## config.mk

```make
export PLATFORM = sky130hd
export DESIGN_NAME = instr_fetch
export DESIGN_NICKNAME = d
export VERILOG_FILES = /design/src/rtl/rv32i_pkg.sv /design/src/rtl/fetch_buffer.sv /design/src/rtl/instr_fetch.sv
export SDC_FILE = /design/constraint.sdc
export NUM_CORES = 1
export LEC_CHECK = 0
export ABC_AREA = 0
export CAP_MARGIN = 10
export CORE_MARGIN = 2
export CORE_UTILIZATION = 60
export DETAILED_ROUTE_END_ITERATION = 8
export DONT_BUFFER_PORTS = 1
export HOLD_SLACK_MARGIN = 0.06
export PLACE_DENSITY_LB_ADDON = 0.3
export SYNTH_ARGS = -nofsm -noshare
export SYNTH_HDL_FRONTEND = slang
export SYNTH_SLANG_ARGS = --single-unit
```

## constraint.sdc

```tcl
create_clock -name clk -period 5 [get_ports clk]
set_input_delay 1 -clock clk [delete_from_list [all_inputs] [get_ports clk]]
set_output_delay 1 -clock clk [all_outputs]
set_load 0.005 [all_outputs]
```

## src/rtl/rv32i_pkg.sv

```systemverilog
// Shared constants and helpers for the RV32I front end.
package rv32i_pkg;

    localparam int WIDTH       = 32;
    localparam int INSTR_BYTES = 4;
    localparam int FETCH_DEPTH = 4;

    typedef logic [WIDTH-1:0] word_t;

    localparam word_t RESET_ADDR = 32'h0000_0000;
    localparam word_t NOP        = 32'h0000_0013;

    // Force an address onto an instruction boundary by clearing the low bits.
    function automatic word_t word_align(input word_t addr);
        return addr & ~word_t'(INSTR_BYTES - 1);
    endfunction

endpackage

```

## src/rtl/fetch_buffer.sv

```systemverilog
// Circular instruction buffer. A slot is allocated (address only) when a
// request is granted, filled when its read data returns, and freed when the
// decode stage takes it. Allocation, fill and pop each walk their own
// pointer, so ordering is strictly FIFO. A flush frees every slot at once.
module fetch_buffer
    import rv32i_pkg::*;
#(
    parameter int DEPTH = FETCH_DEPTH,
    parameter int W     = WIDTH,
    localparam int PW   = (DEPTH > 1) ? $clog2(DEPTH) : 1,
    localparam int CW   = $clog2(DEPTH + 1)
) (
    input  logic          clk,
    input  logic          i_rst,
    input  logic          i_flush,
    input  logic          i_alloc,
    input  logic [W-1:0]  i_alloc_addr,
    input  logic          i_fill,
    input  logic [W-1:0]  i_fill_data,
    input  logic          i_pop,
    output logic          o_head_valid,
    output logic [W-1:0]  o_head_data,
    output logic [W-1:0]  o_head_addr,
    output logic [CW-1:0] o_occupancy,
    output logic [CW-1:0] o_unfilled,
    output logic          o_full
);

    localparam logic [PW-1:0] LAST_IDX = PW'(DEPTH - 1);
    localparam logic [CW-1:0] FULL_CNT = CW'(DEPTH);

    logic [W-1:0]  r_addr   [DEPTH];
    logic [W-1:0]  r_data   [DEPTH];
    logic          r_filled [DEPTH];
    logic [PW-1:0] r_alloc_ptr;
    logic [PW-1:0] r_fill_ptr;
    logic [PW-1:0] r_head_ptr;
    logic [CW-1:0] r_occ;
    logic [CW-1:0] r_unfilled;

    logic w_alloc;
    logic w_fill;
    logic w_pop;

    // Pointers wrap at DEPTH, which need not be a power of two.
    function automatic logic [PW-1:0] next_idx(input logic [PW-1:0] idx);
        return (idx == LAST_IDX) ? '0 : idx + 1'b1;
    endfunction

    // Guard every operation so a misbehaving neighbour cannot corrupt counts.
    always_comb begin
        w_alloc = i_alloc && !o_full && !i_flush;
        w_fill  = i_fill && (r_unfilled != '0) && !i_flush;
        w_pop   = i_pop && o_head_valid && !i_flush;
    end

    assign o_full       = (r_occ == FULL_CNT);
    assign o_occupancy  = r_occ;
    assign o_unfilled   = r_unfilled;
    assign o_head_valid = r_filled[r_head_ptr];
    assign o_head_data  = r_data[r_head_ptr];
    assign o_head_addr  = r_addr[r_head_ptr];

    // Slot payload: address written at allocation, instruction at fill.
    always_ff @(posedge clk) begin
        if (w_alloc) begin
            r_addr[r_alloc_ptr] <= i_alloc_addr;
        end
        if (w_fill) begin
            r_data[r_fill_ptr] <= i_fill_data;
        end
    end

    // Pointer, filled-flag and counter bookkeeping; reset and flush empty it.
    always_ff @(posedge clk) begin
        if (i_rst || i_flush) begin
            r_alloc_ptr <= '0;
            r_fill_ptr  <= '0;
            r_head_ptr  <= '0;
            r_occ       <= '0;
            r_unfilled  <= '0;
            for (int k = 0; k < DEPTH; k++) begin
                r_filled[k] <= 1'b0;
            end
        end else begin
            // The three pointers always address different slots when active:
            // alloc hits a free slot, fill an allocated one, pop a filled one.
            if (w_alloc) begin
                r_alloc_ptr           <= next_idx(r_alloc_ptr);
                r_filled[r_alloc_ptr] <= 1'b0;
            end
            if (w_fill) begin
                r_fill_ptr           <= next_idx(r_fill_ptr);
                r_filled[r_fill_ptr] <= 1'b1;
            end
            if (w_pop) begin
                r_head_ptr           <= next_idx(r_head_ptr);
                r_filled[r_head_ptr] <= 1'b0;
            end

            case ({w_alloc, w_pop})
                2'b10:   r_occ <= r_occ + 1'b1;
                2'b01:   r_occ <= r_occ - 1'b1;
                default: r_occ <= r_occ;
            endcase

            case ({w_alloc, w_fill})
                2'b10:   r_unfilled <= r_unfilled + 1'b1;
                2'b01:   r_unfilled <= r_unfilled - 1'b1;
                default: r_unfilled <= r_unfilled;
            endcase
        end
    end

endmodule

```

## src/rtl/instr_fetch.sv

```systemverilog
// Instruction fetch front end: issues word-aligned reads to instruction
// memory, buffers returned words in order and presents them to decode.
//
// Handshakes: imem_req/imem_gnt transfer a request in any cycle where both are
// high; imem_rvalid returns one word per accepted request, in order, at least
// one cycle later; inst_valid/inst_ready transfer the head instruction in any
// cycle where both are high. inst/inst_pc stay stable while inst_valid is high
// and inst_ready is low.
//
// After a redirect the buffer is emptied immediately, but memory still owes
// responses for requests that were granted earlier. Those are counted in a
// drop counter and discarded as they arrive, so they never reach a slot.
module instr_fetch
    import rv32i_pkg::*;
#(
    parameter int DEPTH = FETCH_DEPTH,
    localparam int CW   = $clog2(DEPTH + 1)
) (
    input  logic             clk,
    input  logic             rst,
    input  logic             redirect,
    input  logic [WIDTH-1:0] redirect_addr,
    output logic             imem_req,
    output logic [WIDTH-1:0] imem_addr,
    input  logic             imem_gnt,
    input  logic             imem_rvalid,
    input  logic [WIDTH-1:0] imem_rdata,
    output logic             inst_valid,
    output logic [WIDTH-1:0] inst,
    output logic [WIDTH-1:0] inst_pc,
    input  logic             inst_ready
);

    logic [WIDTH-1:0] r_pc;
    logic [CW-1:0]    r_drop;
    logic [WIDTH-1:0] r_last_inst;
    logic [WIDTH-1:0] r_last_pc;

    logic             w_req;
    logic             w_grant;
    logic             w_fill;
    logic             w_pop;
    logic             w_full;
    logic             w_head_valid;
    logic [WIDTH-1:0] w_head_data;
    logic [WIDTH-1:0] w_head_addr;
    logic [CW-1:0]    w_occupancy;
    logic [CW-1:0]    w_unfilled;
    logic             w_rvalid_owed;
    logic [CW-1:0]    w_drop_load;

    // Request whenever a slot is free; occupancy is the registered count, so a
    // pop only frees room for the following cycle.
    always_comb begin
        w_req   = !rst && !redirect && !w_full;
        w_grant = w_req && imem_gnt;
        // A response is kept only if nothing is waiting to be dropped and no
        // redirect is discarding it this cycle.
        w_fill  = imem_rvalid && !redirect && (r_drop == '0);
        w_pop   = w_head_valid && inst_ready;
    end

    assign imem_req   = w_req;
    assign imem_addr  = r_pc;
    assign inst_valid = w_head_valid;
    assign inst       = w_head_valid ? w_head_data : r_last_inst;
    assign inst_pc    = w_head_valid ? w_head_addr : r_last_pc;

    // Outstanding responses are those still owed to the drop counter plus the
    // unfilled slots; a response arriving in the redirect cycle is one of them.
    always_comb begin
        w_rvalid_owed = imem_rvalid && ((r_drop != '0) || (w_unfilled != '0));
        w_drop_load   = r_drop + w_unfilled - CW'(w_rvalid_owed);
    end

    fetch_buffer #(
        .DEPTH (DEPTH),
        .W     (WIDTH)
    ) u_fetch_buffer (
        .clk          (clk),
        .i_rst        (rst),
        .i_flush      (redirect),
        .i_alloc      (w_grant),
        .i_alloc_addr (r_pc),
        .i_fill       (w_fill),
        .i_fill_data  (imem_rdata),
        .i_pop        (w_pop),
        .o_head_valid (w_head_valid),
        .o_head_data  (w_head_data),
        .o_head_addr  (w_head_addr),
        .o_occupancy  (w_occupancy),
        .o_unfilled   (w_unfilled),
        .o_full       (w_full)
    );

    // Fetch PC: a redirect wins over the increment; 32-bit addition wraps.
    always_ff @(posedge clk) begin
        if (rst) begin
            r_pc <= RESET_ADDR;
        end else if (redirect) begin
            r_pc <= word_align(redirect_addr);
        end else if (w_grant) begin
            r_pc <= r_pc + WIDTH'(INSTR_BYTES);
        end
    end

    // Drop counter: loaded on redirect, counted down by each stale response.
    always_ff @(posedge clk) begin
        if (rst) begin
            r_drop <= '0;
        end else if (redirect) begin
            r_drop <= w_drop_load;
        end else if (imem_rvalid && (r_drop != '0)) begin
            r_drop <= r_drop - 1'b1;
        end
    end

    // Remember the last presented instruction so outputs hold while empty.
    always_ff @(posedge clk) begin
        if (rst) begin
            r_last_inst <= '0;
            r_last_pc   <= '0;
        end else if (w_head_valid) begin
            r_last_inst <= w_head_data;
            r_last_pc   <= w_head_addr;
        end
    end

    // Occupancy is exported by the buffer for observation; fetch uses only
    // the full flag derived from it.
    logic w_unused_occ;
    assign w_unused_occ = ^w_occupancy;

endmodule

```

==> metrics.yaml, run 1 <==
status: "complete, no violations"
layout_commonest_cell: "edfxtp_1"
die_x_um: 159
r2r_cells: 9
rsz0062_at_grt: "false"
ctsResizeCount: 0
utilization_pct: 67.9
ir_worst_vdd_uv: 348
final.min_clock_period_ps: 3930
cts_sinks: 363
grt_usage_pct: 22.0
ys_seq_area_share_pct: 67.2
tns_ps: 0
power_density_mw_per_mm2: 398
grt_overflow_total: 0
post-route-period-util_pct: 78.6
whs_endpoint: "u_fetch_buffer.o_occupancy[2]$_SDFFE_PP0P_"
cp-end-kind: "output pin"
ys_ff_latch: 363
numCtsBuffers: 37
cts.hold.buffers_added: 0
syn-cell-area_mm2: 0.0145
p_clk_share_pct: 45.0
grt_pass1_wl_um: 43400
multi_input_area_mm2: 0.00442
drc: 0
insertion_delay_ps: 520
antenna_found_initial: 1
core_mm2: 0.0236
die_h_um: 159
synth_warnings: 0
setup_violations: 0
worstSetupPathType: "reg2out"
fmax_mhz: 255
hold_path.startpoint: "u_fetch_buffer.o_occupancy[2]$_SDFFE_PP0P_"
post-place-ws_ps: 1390
wl_per_cell_um: 22.2
critical_path_required_ps: 4000
drive_gt1_share_pct: 21.6
rows: 56
switchingPower_w: 0.00128
cts-htree-levels: 2
cts_tree: "yes"
grt_max_degree: 101
internal_power_w: 0.00511
cp_max_fo: 67
hold_path_class: "reg2reg"
cts.path.max_buffers: 3
routed-via-count: 7471
relSlewSlack_pct: 24.5
finClkSkew_ps: 15.5
synth_edf_count: 248
antenna_left: 0
r2r_end: "u_fetch_buffer.o_occupancy[2]$_SDFFE_PP0P_"
yosys_most_used_dff: "edfxtp_1"
dpl.hpwl_um: 16500
tightest_slew_ps: 1130
seq_power_share_pct: 51.8
portBuffers: 0
clk_pin_slew_worst_paths_ps: 60
drt_iter0_drc: 613
grt_pass1_vias: 7614
route.final.wire_length_um: 27800
seqCellArea_mm2: 0.00976
area_delta_synth_final_pct: 10.6
fp.dieArea_mm2: 0.0254
num-fill-cells: 1593
syn_area_per_cell_um2: 16.1
root_buffer: "clkbuf_16"
switching_share_pct: 20.0
fin_nets: 994
synth_cell_type_count: 49
timing.final.hold_violations: 0
ys_async_sr_fraction_pct: 0
setup_slack_ps: 1070
r2r_setup_slack_ps: 1440
routabilityCongestion: 0.755
viasPerCell: 5.97
slew_violations: 0
power.leakage_nw: 5.26
post_cts_buffers: 0
combPwrFrac_pct: 3.2
cap_viol_max_count: 0
worstPathArrival_ps: 2930
first_pass_iters: 5
syn_inst: 902
whs_path_depth: 2
start_util_pct: 61.4
final_cell_mix: "edfxtp_1 (248), dfxtp_1 (113), nor2b_1 (67), mux4_2 (62), mux2_2 (42)"
num_io_pins: 168
cp-start-kind: "flop"
==> worst max-delay path by stage <==
stage,from,endpoint,cells past startpoint
finish,flop,inst[26],2
CTS,flop,inst[26],3
global placement,flop,u_fetch_buffer.o_occupancy[2]$_SDFFE_PP0P_,9
detailed placement,flop,u_fetch_buffer.o_occupancy[2]$_SDFFE_PP0P_,9
floorplan,rst,u_fetch_buffer.o_unfilled[2]$_SDFFE_PP0P_,12
global route,flop,inst[26],3
==> cell type report <==
class | count | share of cell area, %
sequential | 363 | 60.8
clock inverter | 20 | 1.49
multi-input combinational | 465 | 27.6
inverter | 25 | 0.585
antenna | 2 | 0.0312
clock buffer | 48 | 6.61
tap | 319 | 2.49
timing repair buffer | 9 | 0.421
==> synthesized netlist by cell type, drive strengths merged, types with 4 or more instances <==
master	n	area, µm²
edfxtp	248	7450
dfxtp	115	2300
nor2b	67	419
mux4	63	1420
mux2	62	762
nand2	34	128
clkbuf	30	113
nor2	29	109
inv	25	93.8
xnor2	22	193
buf	20	129
ha	20	250
a21oi	18	90.1
and2	17	109
nand3	15	75.1
a211oi	12	90.1
o22ai	11	68.8
xor2	11	96.3
nor3	10	55.1
nand4	9	56.3
nor4	9	62.6
a31oi	7	43.8
and3	6	37.5
o21ai	6	30.0
or3	6	37.5
and4	4	35.0
o31ai	4	30.0
==> logic make-up after synthesis <==
| group | count (synthesis) | synth area share [%] |
|---|---|---|
| muxes | 128 | 15.2 |
| AOI/OAI and AO/OA | 68 | 3.01 |
| other | 1 | 0.0259 |
| buffers and inverters | 75 | 2.31 |
| xor gates and xnor gates | 33 | 1.99 |
| and+or+nand+nor | 211 | 8.03 |
| adders and majority gates | 23 | 2.14 |
| DFF | 363 | 67.2 |
==> stage by stage <==
step           std cells  area (µm²)  hold WS (ps)  total power [W]
4_1_cts             1249       16000           490          0.00644
5_1_grt             1250       16000           519          0.00658
3_3_place_gp        1181       14700           472          0.00357
2_1_floorplan        903       14500           453          0.00354
6_report            1251       16000           488          0.00639
3_5_place_dp        1181       14700           482          0.00358
==> worst max-delay path, cell delays in order (launching register included) <==
cell     delay, ps
dfxtp_4        630
mux4_4        1220
mux2_1         550
==> state kept, by name, summed over array words and instances (netlist names), named ones only <==
name and cells:
u_fetch_buffer.r_fill_ptr 2, u_fetch_buffer.r_data 128, r_last_inst 32, r_last_pc 32, u_fetch_buffer.r_addr 120, u_fetch_buffer.r_head_ptr 2, r_drop 3, u_fetch_buffer.o_unfilled 3
u_fetch_buffer.o_occupancy 3, u_fetch_buffer.r_alloc_ptr 2, u_fetch_buffer.r_filled 4, imem_addr 30
==> power by group through the flow <==
| stage | Clock, W | Sequential (W) | Combinational (W) |
|---|---|---|---|
| 2_1_floorplan | 0 | 0.00335 | 0.000187 |
| 3_3_place_gp | 0 | 0.00337 | 0.000204 |
| 3_5_place_dp | 0 | 0.00337 | 0.000207 |
| 4_1_cts | 0.00292 | 0.00331 | 0.000208 |
| 5_1_grt | 0.00303 | 0.00332 | 0.000235 |
| 6_report | 0.00287 | 0.00331 | 0.000205 |
==> metal layers <==
layer	global-route usage (%)	wire, µm	share of wire [%]	vias up
li1	-	-	-	3408
met1	29.0	11600	42	3786
met2	36.4	13600	49	241
met3	6.49	2140	7.7	36
met4	5.37	508	1.8	0
met5	0	0	0	-
Power figures use the tool's default switching activity.
==> run 2, diff against run 1 <==
- CORE_UTILIZATION: 60 -> 57
- clock period: 5 -> 3.3 ns (I/O delays scaled with it)
==> run 2 against run 1 <==
  * Sequential share of layout area is 0.17 points higher
  * Cell count grew 1.4%
  * Worst setup slack got worse by 890 ps
  * Utilization fell by 4.2 points
  * Non-clock buffer count is 8 higher
  * Critical path depth grew 1
  * Global-route usage down 0.78 points
  * Combinational power grew 56%
  * Worst hold slack worse by 270 ps
  * Design area down 0.27%
  * Clock skew is 2.4 ps lower
  * Largest cell class unchanged
  * Highest routed layer unchanged
==> metrics.yaml, run 2 (same netlist as run 1, synthesis figures left out) <==
antenna_left: 0
grt_pass1_vias: 7438
layout_commonest_cell: "edfxtp_1"
finClkSkew_ps: 13.1
largest_reg_flops: 128
area_delta_synth_final_pct: 10.3
final_cell_mix: "edfxtp_1 (248), dfxtp_1 (113), nor2b_1 (67), mux4_2 (62), mux2_2 (42)"
first_pass_iters: 4
relSlewSlack_pct: 34.4
cp-start-kind: "flop"
cts_sinks: 363
grt_pass1_wl_um: 42900
grt_max_degree: 101
cap_viol_max_count: 0
ir_worst_vdd_uv: 392
fin_nets: 1003
hold_path_class: "in2reg"
viasPerCell: 5.89
core_mm2: 0.0251
slew_violations: 0
numCtsBuffers: 38
cts-htree-levels: 2
route.final.wire_length_um: 28000
drt_iter0_drc: 502
drc: 0
cp-end-kind: "output pin"
clk_pin_slew_worst_paths_ps: 50
insertion_delay_ps: 520
start_util_pct: 57.7
post-route-period-util_pct: 94.6
num_io_pins: 168
top_register: "u_fetch_buffer.r_data"
tightest_slew_ps: 985
tns_ps: 0
holdWs_ps: 217
wl_met2_um: 13300
dpl.hpwl_um: 16800
rows: 58
grt_usage_pct: 21.2
cts.path.max_buffers: 3
top_layer_used: "met4"
root_buffer: "clkbuf_16"
wl_per_cell_um: 22.1
routed-via-count: 7472
power_density_mw_per_mm2: 579
met3WireLength_um: 2050
critical_path_required_ps: 2640
post_cts_buffers: 0
die_h_um: 163
top_regs: "u_fetch_buffer.r_data x128, u_fetch_buffer.r_addr x120"
power.leakage_nw: 5.23
cts.hold.buffers_added: 0
antenna_found_initial: 3
setup_violations: 0
grt_overflow_total: 0
drive_gt1_share_pct: 21.2
worstPathArrival_ps: 2460
routabilityCongestion: 0.793
portBuffers: 0
fmax_mhz: 320
die_x_um: 163
cts_tree: "yes"
worstSetupPathType: "reg2out"
timing.final.hold_violations: 0
ctsResizeCount: 0
rsz0062_at_grt: "false"
met1Wirelength_um: 12100
fp.dieArea_mm2: 0.0267
final.min_clock_period_ps: 3120
cp_max_fo: 36
status: "complete, no violations"
## run 2: cell count changes in the layout (fill, tap and decap cells not counted)
cell        before  now
clkinv_8         0    1
clkinvlp_4       4    2
bufinv_16        5    2
inv_6            2    1
buf_4            9   14
clkbuf_16       39   38
clkbuf_1         4   12
clkinv_1         3    4
buf_12           0    3
clkbuf_8         5    0
diode_2          2    3
## run 2: power by group
group	total (W)	internal [W]	switching [W]	leakage, nW
combinational	0.000320	0.000150	0.000170	1.51
sequential	0.00501	0.00493	0.0000848	3.16
clock	0.00394	0.00229	0.00165	0.552
total	0.00927	0.00736	0.00190	5.23
## run 2: per-layer routing
metal / global-route usage (%) / vias up
li1: - / 3414
met1: 28.5 / 3822
met2: 34.1 / 197
met3: 5.92 / 39
met4: 6.14 / 0
met5: 0 / -
## run 2: cell type report
| type | count | area [µm²] |
|---|---|---|
| clock buffer | 50 | 996 |
| clock inverter | 16 | 145 |
| multi-input combinational | 465 | 4420 |
| fill | 1824 | 9110 |
| timing repair buffer | 17 | 165 |
| antenna | 3 | 7.51 |
| sequential | 363 | 9760 |
| tap | 330 | 413 |
| inverter | 25 | 93.8 |
## run 2: stage by stage
stage	utilization [%]	setup WS, ps	cell area, µm²	total power (W)	cells
6_report	63.7	178	16000	0.00927	1269
5_1_grt	63.7	119	16000	0.00960	1268
3_3_place_gp	59.1	540	14900	0.00542	1200
4_1_cts	63.7	153	16000	0.00935	1266
2_1_floorplan	-	468	14500	0.00536	903
3_5_place_dp	59.1	483	14900	0.00543	1200
## run 2: worst paths after layout
kind,from,end,slack [ps],cells past startpoint
max,flop,inst[8],180,3
min reg2reg,u_fetch_buffer.r_filled[0]$_SDFF_PP0_,u_fetch_buffer.r_filled[0]$_SDFF_PP0_,490,2
min,rst,r_last_pc[1]$_SDFF_PP0_,220,1
max reg2reg,u_fetch_buffer.o_occupancy[0]$_SDFFE_PP0P_,u_fetch_buffer.o_unfilled[2]$_SDFFE_PP0P_,470,9
## run 2: worst max-delay path: stages, from the launching register on
cell     delay, ps
dfxtp_4        360
mux4_4         790
buf_4          370
mux2_4         390
==> run 3, diff against run 2 <==
- PLACE_DENSITY: default -> 0.85
- PLACE_DENSITY_LB_ADDON: 0.3 -> default
==> run 3 against run 2 <==
  * Critical path depth unchanged
  * Highest routed layer unchanged
  * Combinational power increased by 2%
  * Worst hold slack improved by 7.6 ps
  * Worst setup slack improved by 120 ps
  * Sequential share of layout area about the same
  * Clock skew increased by 13 ps
  * Global-route usage increased by 0.19 points
  * Via count increased by 1.3%
  * Fmax increased by 4.1%
==> metrics.yaml, run 3 (same netlist as run 1, synthesis figures left out) <==
final.min_clock_period_ps: 3000
route.final.wire_length_um: 28100
root_buffer: "clkbuf_16"
routabilityCongestion: 0.793
cp-start-kind: "flop"
cts-htree-levels: 2
power_density_mw_per_mm2: 575
timing.final.hold_violations: 0
status: "complete, no violations"
ctsResizeCount: 0
worstReg2RegStart: "imem_addr[3]$_SDFFE_PP0P_"
slew_violations: 0
combPwrFrac_pct: 3.6
drc: 0
start_util_pct: 57.7
fp.dieArea_mm2: 0.0267
r2r_setup_slack_ps: 630
first_pass_iters: 5
hold_path.startpoint: "rst"
rsz0062_at_grt: "false"
p_clk_share_pct: 42.0
relSlewSlack_pct: 40.9
antenna_found_initial: 2
post-place-ws_ps: 731
cap_viol_max_count: 0
top_register: "u_fetch_buffer.r_data"
setup_slack_ps: 302
critical_path_required_ps: 2640
finClkSkew_ps: 26.0
numCtsBuffers: 37
grt_usage_pct: 21.4
layout_commonest_cell: "edfxtp_1"
cts_tree: "yes"
largest_reg_flops: 128
grt_overflow_total: 0
whs_path_depth: 1
top_regs: "u_fetch_buffer.r_data x128, u_fetch_buffer.r_addr x120"
core_mm2: 0.0251
post-route-period-util_pct: 90.9
portBuffers: 0
die_x_um: 163
ir_worst_vdd_uv: 528
grt_pass1_wl_um: 43600
num-fill-cells: 1755
fmax_mhz: 334
die_h_um: 163
r2r_end: "imem_addr[20]$_SDFFE_PP0P_"
power.leakage_nw: 5.22
cp-end-kind: "output pin"
fin_nets: 1001
setup_violations: 0
tightest_slew_ps: 879
clk_pin_slew_worst_paths_ps: 60
tns_ps: 0
internal_power_w: 0.00732
rows: 58
grt_max_degree: 101
cts.path.max_buffers: 3
antenna_left: 0
area_delta_synth_final_pct: 10.4
worstPathArrival_ps: 2340
seq_power_share_pct: 54.5
wl_per_cell_um: 22.1
whs_endpoint: "r_last_inst[16]$_SDFF_PP0_"
hold_path_class: "in2reg"
routed-via-count: 7569
cp_max_fo: 15
r2r_cells: 6
worstSetupPathType: "reg2out"
final_cell_mix: "edfxtp_1 (248), dfxtp_1 (113), nor2b_1 (67), mux4_2 (62), mux2_2 (42)"
switchingPower_w: 0.00188
drt_iter0_drc: 653
switching_share_pct: 20.4
cts.hold.buffers_added: 0
cts_sinks: 363
insertion_delay_ps: 510
viasPerCell: 5.97
num_io_pins: 168
grt_pass1_vias: 7783
dpl.hpwl_um: 17300
drive_gt1_share_pct: 21.1
post_cts_buffers: 0
[run 3: per-stage QoR]
stage               std cells  hold WS [ps]  power, W  cell area, µm²  utilization [%]
global route             1267           207   0.00951           16000             63.7
CTS                      1265           200   0.00928           16000             63.7
global placement         1199           467   0.00542           14900             59.2
finish                   1268           224   0.00920           16000             63.8
floorplan                 903           453   0.00536           14500                -
detailed placement       1199           468   0.00544           14900             59.2
[run 3: how the worst max path moves through the flow]
stage                     slack (ps)                                       start                                         to
after global routing             230                                        flop                                 inst_pc[4]
final                            300                                        flop                                 inst_pc[4]
after detailed placement         730                                 imem_rvalid                     r_drop[2]$_SDFFE_PP0P_
after CTS                        270                                        flop                                   inst[14]
after global placement           760  u_fetch_buffer.o_occupancy[0]$_SDFFE_PP0P_  u_fetch_buffer.o_unfilled[2]$_SDFFE_PP0P_
after floorplan                  470                                         rst  u_fetch_buffer.o_unfilled[2]$_SDFFE_PP0P_
[run 3: power by group through the flow]
stage	Sequential, W	Combinational, W	Clock, W
2_1_floorplan	0.00508	0.000283	0
3_3_place_gp	0.00510	0.000311	0
3_5_place_dp	0.00511	0.000328	0
4_1_cts	0.00501	0.000332	0.00393
5_1_grt	0.00502	0.000373	0.00411
6_report	0.00501	0.000328	0.00386
[run 3: area by class of cell]
cell class,instances,area [µm²],share of cell area [%]
clock inverter,8,57.6,0.360
tap,330,413,2.58
antenna,3,7.51,0.0469
timing repair buffer,16,183,1.14
inverter,25,93.8,0.586
clock buffer,58,1080,6.72
multi-input combinational,465,4420,27.6
sequential,363,9760,60.9
[run 3: layer usage]
| layer | GRT usage (%) | share of wire, % |
|---|---|---|
| met5 | 0 | 0 |
| met1 | 26.9 | 39 |
| met2 | 36.4 | 51 |
| met4 | 7.38 | 2.5 |
| met3 | 5.26 | 7.6 |
[run 3: critical path: stages (launching register included)]
cell,delay (ps)
dfxtp_4,360
mux4_4,820
buf_4,300
mux2_2,340
